$ cat config.mk
export PLATFORM = sky130hd
export DESIGN_NAME = snake_sound
export DESIGN_NICKNAME = d
export VERILOG_FILES = /design/src/rtl/snake_sound.sv
export SDC_FILE = /design/constraint.sdc
export NUM_CORES = 1
export LEC_CHECK = 0
export ABC_AREA = 1
export CORE_MARGIN = 2
export CORE_UTILIZATION = 45
export CTS_CLUSTER_SIZE = 40
export DETAILED_ROUTE_END_ITERATION = 6
export PLACE_DENSITY = 0.66
export SYNTH_ARGS = -nofsm -noshare
export SYNTH_HDL_FRONTEND = slang
export SYNTH_SLANG_ARGS = --single-unit
$ cat constraint.sdc
create_clock -name clk -period 4.06 [get_ports clk]
set_clock_uncertainty 0.1 [all_clocks]
set_input_delay 0.812 -clock clk [delete_from_list [all_inputs] [get_ports clk]]
set_output_delay 0.812 -clock clk [all_outputs]
set_load 0.005 [all_outputs]
$ cat src/rtl/snake_sound.sv
// Sound sequencer for the snake game: short beep per food pulse, two-note
// descending melody once per game-over, with a registered "sound active" flag.
module snake_sound #(
  parameter int EAT_HALF = 50000,
  parameter int EAT_LEN  = 10000000,
  parameter int GO_HALF1 = 75758,
  parameter int GO_HALF2 = 113636,
  parameter int GO_LEN   = 25000000
) (
  input  logic       clk,
  input  logic       rst,
  input  logic       i_eat,
  input  logic       i_gameOver,
  output logic       o_speaker,
  output logic       o_sound_on,
  output logic [2:0] o_state
);

  localparam int MAX_LEN  = (EAT_LEN > GO_LEN) ? EAT_LEN : GO_LEN;
  localparam int MAX_HALF = (EAT_HALF > GO_HALF1) ?
                            ((EAT_HALF > GO_HALF2) ? EAT_HALF : GO_HALF2) :
                            ((GO_HALF1 > GO_HALF2) ? GO_HALF1 : GO_HALF2);
  localparam int DW = $clog2(MAX_LEN) + 1;
  localparam int HW = $clog2(MAX_HALF) + 1;

  localparam logic [DW-1:0] EAT_END = DW'(EAT_LEN - 1);
  localparam logic [DW-1:0] GO_END  = DW'(GO_LEN - 1);

  typedef enum logic [2:0] {
    S_IDLE = 3'd0,
    S_EAT  = 3'd1,
    S_GO1  = 3'd2,
    S_GO2  = 3'd3,
    S_HOLD = 3'd4
  } state_t;

  state_t        r_state;
  logic          r_gop;
  logic [DW-1:0] r_dur;
  logic [HW-1:0] r_half;
  logic          r_speaker;
  logic          r_sound_on;

  state_t        w_next;
  logic          w_entry;
  logic          w_next_tone;
  logic          w_go_rise;
  logic [HW-1:0] w_half_end;

  assign w_go_rise = i_gameOver & ~r_gop;

  // NOTE: every always_comb output gets a default first so no path leaves it
  // unassigned; an unassigned path would infer a latch.
  always_comb begin
    w_next  = r_state;
    w_entry = 1'b0;
    if (w_go_rise) begin
      w_next  = S_GO1;
      w_entry = 1'b1;
    end else begin
      unique case (r_state)
        S_IDLE: if (i_eat && !i_gameOver) begin
          w_next  = S_EAT;
          w_entry = 1'b1;
        end
        S_EAT: begin
          // A fresh food pulse restarts the beep rather than queueing another.
          if (i_eat && !i_gameOver) begin
            w_next  = S_EAT;
            w_entry = 1'b1;
          end else if (r_dur == EAT_END) begin
            w_next = S_IDLE;
          end
        end
        S_GO1: if (r_dur == GO_END) begin
          w_next  = S_GO2;
          w_entry = 1'b1;
        end
        S_GO2: if (r_dur == GO_END) begin
          w_next = i_gameOver ? S_HOLD : S_IDLE;
        end
        S_HOLD: if (!i_gameOver) w_next = S_IDLE;
        default: w_next = S_IDLE;
      endcase
    end
  end

  always_comb begin
    w_next_tone = (w_next == S_EAT) || (w_next == S_GO1) || (w_next == S_GO2);
    w_half_end  = '0;
    unique case (r_state)
      S_EAT:   w_half_end = HW'(EAT_HALF - 1);
      S_GO1:   w_half_end = HW'(GO_HALF1 - 1);
      S_GO2:   w_half_end = HW'(GO_HALF2 - 1);
      default: w_half_end = '0;
    endcase
  end

  // NOTE: sequential state uses non-blocking assignments so every register
  // samples the pre-edge values regardless of statement order.
  always_ff @(posedge clk or posedge rst) begin
    if (rst) begin
      r_state    <= S_IDLE;
      r_gop      <= 1'b0;
      r_dur      <= '0;
      r_half     <= '0;
      r_speaker  <= 1'b0;
      r_sound_on <= 1'b0;
    end else begin
      r_state    <= w_next;
      r_gop      <= i_gameOver;
      r_sound_on <= w_next_tone;
      if (w_entry) begin
        r_dur     <= '0;
        r_half    <= '0;
        r_speaker <= 1'b1;
      end else if (w_next_tone) begin
        r_dur <= r_dur + 1'b1;
        if (r_half == w_half_end) begin
          r_half    <= '0;
          r_speaker <= ~r_speaker;
        end else begin
          r_half <= r_half + 1'b1;
        end
      end else begin
        // Leaving a tone mid-half-period must silence the buzzer.
        r_dur     <= '0;
        r_half    <= '0;
        r_speaker <= 1'b0;
      end
    end
  end

  assign o_speaker  = r_speaker;
  assign o_sound_on = r_sound_on;
  assign o_state    = r_state;

endmodule

; ---- Word-level counts from Yosys, hierarchy flattened
; Index checks and enable logic that the tools add are counted.
[word_totals]
register_bits = 50
latch_bits = 0
ramBits = 0
rom_bits = 0
in_bits = 4
out_inout_bits = 5
wordCells = 50
n_memories = 0
[op_classes]
add_sub_neg = 2
n_mul = 0
div_mod_pow = 0
order_cmp = 0
n_eq_ne = 11
shift = 0
muxes = 22
bitwise_logic = 3
reduce_logical = 6
[ops]
columns = op, count
row1 = 18-bit 2-to-1 mux, 3
row2 = 26-bit 2-to-1 mux, 2
row3 = 17-bit one-hot mux with 3 select lines, 1
row4 = 26-bit by 1-bit adder with 26-bit output (second input constant), 1
row5 = 26-bit by 24-bit == test with 1-bit output (second input constant), 1
row6 = 26-bit by 25-bit == test with 1-bit output (second input constant), 1
row7 = 3-bit 2-to-1 mux, 8
row8 = 18-bit by 1-bit adder with 18-bit output (second input constant), 1
row9 = 18-bit == test, 1
row10 = 3-bit one-hot mux with 5 select lines, 1
row11 = 3-bit by 2-bit == test with 1-bit output (second input constant), 4
row12 = 3-bit by 1-bit == test with 1-bit output (second input constant), 2
row13 = 1-bit 2-to-1 mux, 6
row14 = 3-bit == test (second input constant), 1
row15 = 3-bit zero test, 1
row16 = 3-bit by 2-bit != test with 1-bit output (second input constant), 1
row17 = 1-bit logical OR, 2
row18 = 1-bit inverter, 2
row19 = 1-bit one-hot mux with 2 select lines, 1
row20 = 2-bit OR reduction, 1
row21 = 1-bit AND, 1
row22 = 1-bit logical AND, 1
row23 = 1-bit zero test, 1

; ---- Longest topological paths before layout
[depth]
depth_word = 10
mapped_depth = 13
ltp_nobuf = 13

; ---- Worst setup path after synthesis
; Ideal clock, no wire load.
[synth_timing]
kind = register to register
from = reg r_dur[0]
to = reg r_speaker (netlist: o_speaker)
setup_ns = 0.131
t_arrival_ns = 1.677
required_time_ns = 3.829
path_slack_ns = 2.152
path_stages_with_launch = 14
path_buffers = 1
synth_period_minus_slack_ns = 1.908
cell_sequence = dfrtp_1 -> ha_1 -> nand3_2 -> nor2_4 -> inv_2 -> nor2_2 -> nand2_1 -> nand2_1 -> inv_1 -> nor2_2 -> nand3_2 -> buf_2 -> nand2_1 -> nand2_1
[synth_via]
elab_chain_cells = 10
elab_cells_between_ends = 19
cone_classes = eq/ne (6) / mux (11) / reduce/logical (2)
[synth_rtl]
columns = item, line_no
row1 = "start, declared", 39  ; logic [DW-1:0] r_dur;
row2 = "start signal, assigned", 118  ; r_dur <= r_dur + 1'b1;
row3 = 26-bit by 24-bit == test with 1-bit output, 71  ; end else if (r_dur == EAT_END) begin
row4 = 3-bit 2-to-1 mux, 71
row5 = 3-bit 2-to-1 mux, 68  ; if (i_eat && !i_gameOver) begin
row6 = 3-bit one-hot mux with 5 select lines *, 61  ; unique case (r_state)
row7 = 3-bit 2-to-1 mux *, 57  ; if (w_go_rise) begin
row8 = 3-bit by 1-bit == test with 1-bit output / 3-bit by 2-bit == test with 1-bit output (equally long branches), 89  ; w_next_tone = (w_next == S_EAT) || (w_next == S_GO1) || (w_next == S_GO2);
row9 = 1-bit logical OR, 89
row10 = 1-bit logical OR *, 89
row11 = named net w_next_tone, 46  ; logic w_next_tone;
row12 = 1-bit 2-to-1 mux, 117  ; end else if (w_next_tone) begin
row13 = 1-bit 2-to-1 mux, 113  ; if (w_entry) begin
row14 = "end signal, assigned", 121  ; r_speaker <= ~r_speaker;
row15 = "end, declared", 41  ; logic r_speaker;
; The timed path passes the listed nets; every way through them passes the cells marked *.
; A chain may end at the register's enable or synchronous reset.

; ---- Worst setup path in the final report
[layout_timing]
from = reg r_dur[0]
to = reg r_dur[15]
[layout_via]
elab_chain_cells = 10
elab_cells_between_ends = 19
cone_classes = add/sub (1) / eq/ne (5) / mux (11) / reduce/logical (2)
[layout_rtl]
columns = item, line_no
row1 = 26-bit by 24-bit == test with 1-bit output, 71
row2 = 3-bit 2-to-1 mux, 71
row3 = 3-bit 2-to-1 mux, 68
row4 = 3-bit one-hot mux with 5 select lines, 61
row5 = 3-bit 2-to-1 mux, 57
row6 = 3-bit by 1-bit == test with 1-bit output / 3-bit by 2-bit == test with 1-bit output (equally long branches), 89
row7 = 1-bit logical OR (2 in a row), 89
row8 = 26-bit 2-to-1 mux, 117
row9 = 26-bit 2-to-1 mux *, 113
; Mark *: on every way between the ends. The rest lies on a longest branch, timed or not.

==> summary.txt <==
Yosys
  • #FFs+latches synth: 50
  • Syn Area/Cell: roughly 6.7 um^2
  • Sequential share of the synthesized area: between 30% and 40%
  • Synthesized instance count: between 400 and 500
  • Synthesized Nets: approximately 480
  • Post-synthesis simple-gate area fraction: approximately 42%
  • Dominant cell type by area after synthesis: dfrtp_1
  • Main area contributors after synthesis: dfrtp_1 39%, nand2_1 16%, nor2_1 14%, xor2_1 7.4%, inv_1 6.0%
  • Post-synthesis compound-gate area fraction: around 1.7%
  • Largest family of logic cells by synthesized area: simple AND/OR/NAND/NOR gates
  • Unique cell type count in the Yosys netlist: 28
  • Synth Cell Area: 3181 um^2
  • Post-synth top area share: about 40%
  • Area share of fa/ha/maj cells after synthesis: less than 1%
  • XOR/XNOR Fraction of Synth Area: 8.537%
  • Yosys warning total: 0
  • Mux cell area share after synthesis: 0%

Min path
  • Hold Crit Endpoint: r_dur[0]
  • Hold_sp: r_dur[0]
  • Cell depth of the worst hold path: 1
  • Hold Path Class: reg -> reg

Job
  • Max_cap viols: 0

Setup path
  • Cell Chain, Critical Path: ha_1, nand3_2, nor2_4, inv_2, nor2_2, nand2_1, nand2_1, inv_1, nor2_2, nand3_2, nand2_4, nor2_1
  • R2R Setup Slk: between 1000 and 1500 ps
  • Critical path's largest stage delay: 420 ps
  • Startpoint types: flop
  • Crit path max fanout: 26
  • Crit Path Class: reg -> reg
  • Crit-path slowest cell: nand2_4
  • CP Capture Type: flop
  • Required time worst endpoint: just over 4000 ps
  • Reg2Reg Depth: 12
  • Critical Path AT: around 2800 ps
  • R2R Path Start: r_dur[0]
  • Reg2reg end: r_dur[15]

Power
  • Leakage: around 1.6 nW
  • Switching portion of total power: roughly 36%
  • Comb power frac: between 20% and 30%
  • Maximum vdd drop: around 0.18 mV
  • Net Sw Power: about 0.00051 W
  • Pwr per Cell Area: between 400 and 500 nW/um^2
  • Seq pwr share: around two fifths
  • Clk network pwr share: slightly below 30%
  • P_int: ~0.00093 W

Global route
  • Global-route wire length before repair: around 12 mm
  • Largest net degree at the start of global routing: a little over 50
  • GRT Total Usage: 20.55%
  • Grt ovf: 0
  • Vias in the first global route: 2630
  • Initial antenna violation count: 0

Clock network
  • CTS tree: done
  • H-tree Lvls: 2
  • Postcts setup bufs: 0
  • CTS Buffer Depth: 2
  • Post_cts resized: 0
  • CTS clock-pin slew for the worst setup and hold paths: approximately 90 ps
  • CTS Root Cell: clkbuf_8
  • Clk sinks: 50
  • Worst-skew pair later-pin latency: around 310 ps
  • Hold-fix buffers at CTS: 0
  • CTS buffer count: 5

Place
  • Worst slack, placed: approximately 1200 ps
  • Post-DP HPWL: approximately 5.3 mm
  • PortBufs: 8
  • Placed inst area: between 3000 and 4000 um^2
  • RePlAce Congestion: approximately 0.94

Route
  • Total wire length: 7.295 mm
  • Met3 WL: ~400 um
  • Highest layer used for signal routing: met4
  • Wire per inst: 12.64 um
  • Drt pass-1 iters: 5
  • Iter 0 DRT Violations: ~180
  • Routed Antenna Nets: 0
  • Via density: 4.986
  • Post-route met1 wirelength: 3.801 mm
  • Via Count: ~2900
  • DRC viols: 0
  • Met2 WL: between 2 and 3 mm

Timing
  • Min Hold Slack: around 400 ps
  • Worst Max-Slew Pin Slew: between 1000 and 1500 ps
  • Post-route setup slack: 1371 ps
  • Setup TNS: 0 ps
  • Pins Over Slew Limit: 0
  • Relative slew margins: 31.37%
  • RSZ-0062 raised after global routing: no
  • Post-layout minimum cycle time: roughly 2700 ps
  • Hold Fails Final Rpt: 0
  • Fmax: between 0.3 and 0.4 GHz
  • Final setup viols: 0
  • Final worst path period share: 66.24%

Cells and area
  • Ant diodes: 0
  • Fin area: between 3000 and 4000 um^2
  • Nets: just under 500
  • Final Util: between 50% and 60%
  • Area Overhead vs Synth: 9.402%
  • Share of layout cells above drive strength 1: between 4 and 5%

Floorplanning
  • Core ar.: roughly 6800 um^2
  • Io pins: 9
  • Die Wd: roughly 88 um
  • Die span in y: roughly 88 um
  • Die area: 7756 um^2
  • Row cnt: 30
  • Initial Utilization: about 47%

Outcome
  • Status: finished, final reports clean
[layer usage]
metal / up-vias / global-route usage (%)
met4: 0 / 6.061
met5: - / 0
met1: 1322 / 31.90
li1: 1463 / -
met3: 8 / 3.676
met2: 84 / 29.06
[final cells by class]
class	count	area (um^2)
Clock buffer	5	68.82
Tap cell	96	120.1
Clock inverter	3	68.82
Multi-Input combinational cell	361	1688
Fill cell	719	3352
Sequential cell	50	1251
Inverter	54	202.7
Timing Repair Buffer	8	80.08
[power groups by stage]
stage	registers, W	logic (W)	clock network [W]
after floorplan	0.000593	0.000331	0
after global placement	0.000611	0.000401	0
after detailed placement	0.000612	0.000409	0
after CTS	0.000603	0.000412	0.000440
after global routing	0.000613	0.000476	0.000455
final	0.000603	0.000409	0.000429
[flip-flops by register name, summed over array words and instances (netlist names)]
signal	count
r_gop	1
o_state	3
r_dur	26
o_sound_on	1
r_half	18
o_speaker	1
[cell usage in the layout (no fill, tap or decap), types with 2 or more instances in the layout]
| cell | n |
|---|---|
| nand2_1 | 137 |
| nor2_1 | 118 |
| inv_1 | 50 |
| dfrtp_1 | 50 |
| xor2_1 | 27 |
| nand3_1 | 21 |
| nor3_1 | 16 |
| nand4_1 | 12 |
| clkdlybuf4s50_1 | 8 |
| o21ai_0 | 5 |
| clkbuf_8 | 5 |
| nor2_2 | 4 |
| inv_2 | 4 |
| xnor2_1 | 4 |
| nand3_2 | 2 |
| nor2_4 | 2 |
| nand3b_1 | 2 |
| ha_1 | 2 |
| bufinv_16 | 2 |
[worst max-delay path: cells and delay by family (launching register included)]
kind / cells / cell delay (ps)
adder cells (fa/ha/maj): 1 / 260
AND/OR/NAND/NOR: 9 / 1650
flip-flops: 1 / 410
buffers and inverters: 2 / 140
[stage by stage]
stage	cells	power, W
final	577	0.001440
after global routing	577	0.001545
after floorplan	472	0.0009235
after CTS	577	0.001455
after detailed placement	569	0.001021
after global placement	569	0.001012
[logic make-up (layout without fill, tap and decap cells)]
logic type                 Yosys count  after routing
DFF                                 50             50
adders and majority gates            2              2
AOI/OAI and AO/OA                    9              9
xor gates and xnor gates            31             31
buffers and inverters               61             70
and+or+nand+nor                    319            319
[how the worst max path moves through the flow]
| stage | start | end | slack, ps | cells after the start |
|---|---|---|---|---|
| 4_1_cts | r_dur[0] | r_dur[15] | 1320 | 12 |
| 2_1_floorplan | rst | o_sound_on | 1950 | 1 |
| 3_5_place_dp | i_gameOver | r_dur[16] | 1210 | 8 |
| 5_1_grt | r_dur[0] | r_dur[12] | 1070 | 12 |
| 3_3_place_gp | i_gameOver | r_dur[16] | 1280 | 8 |
| 6_report | r_dur[0] | r_dur[15] | 1370 | 12 |
[cell usage after synthesis]
cell type  count
a21oi_1        1
and3_1         1
buf_2          4
buf_4          2
clkbuf_1       1
dfrtp_1       50
ha_1           2
inv_1         51
inv_2          3
nand2_1      137
nand2_4        1
nand3_1       21
nand3_2        2
nand3b_1       2
nand4_1       12
nor2_1       118
nor2_2         4
nor2_4         2
nor3_1        16
nor3b_1        1
nor4_1         1
o211a_1        1
o21ai_0        5
o21bai_1       1
o22ai_1        1
or2_2          1
xnor2_1        4
xor2_1        27
Power figures use the tool's default switching activity.
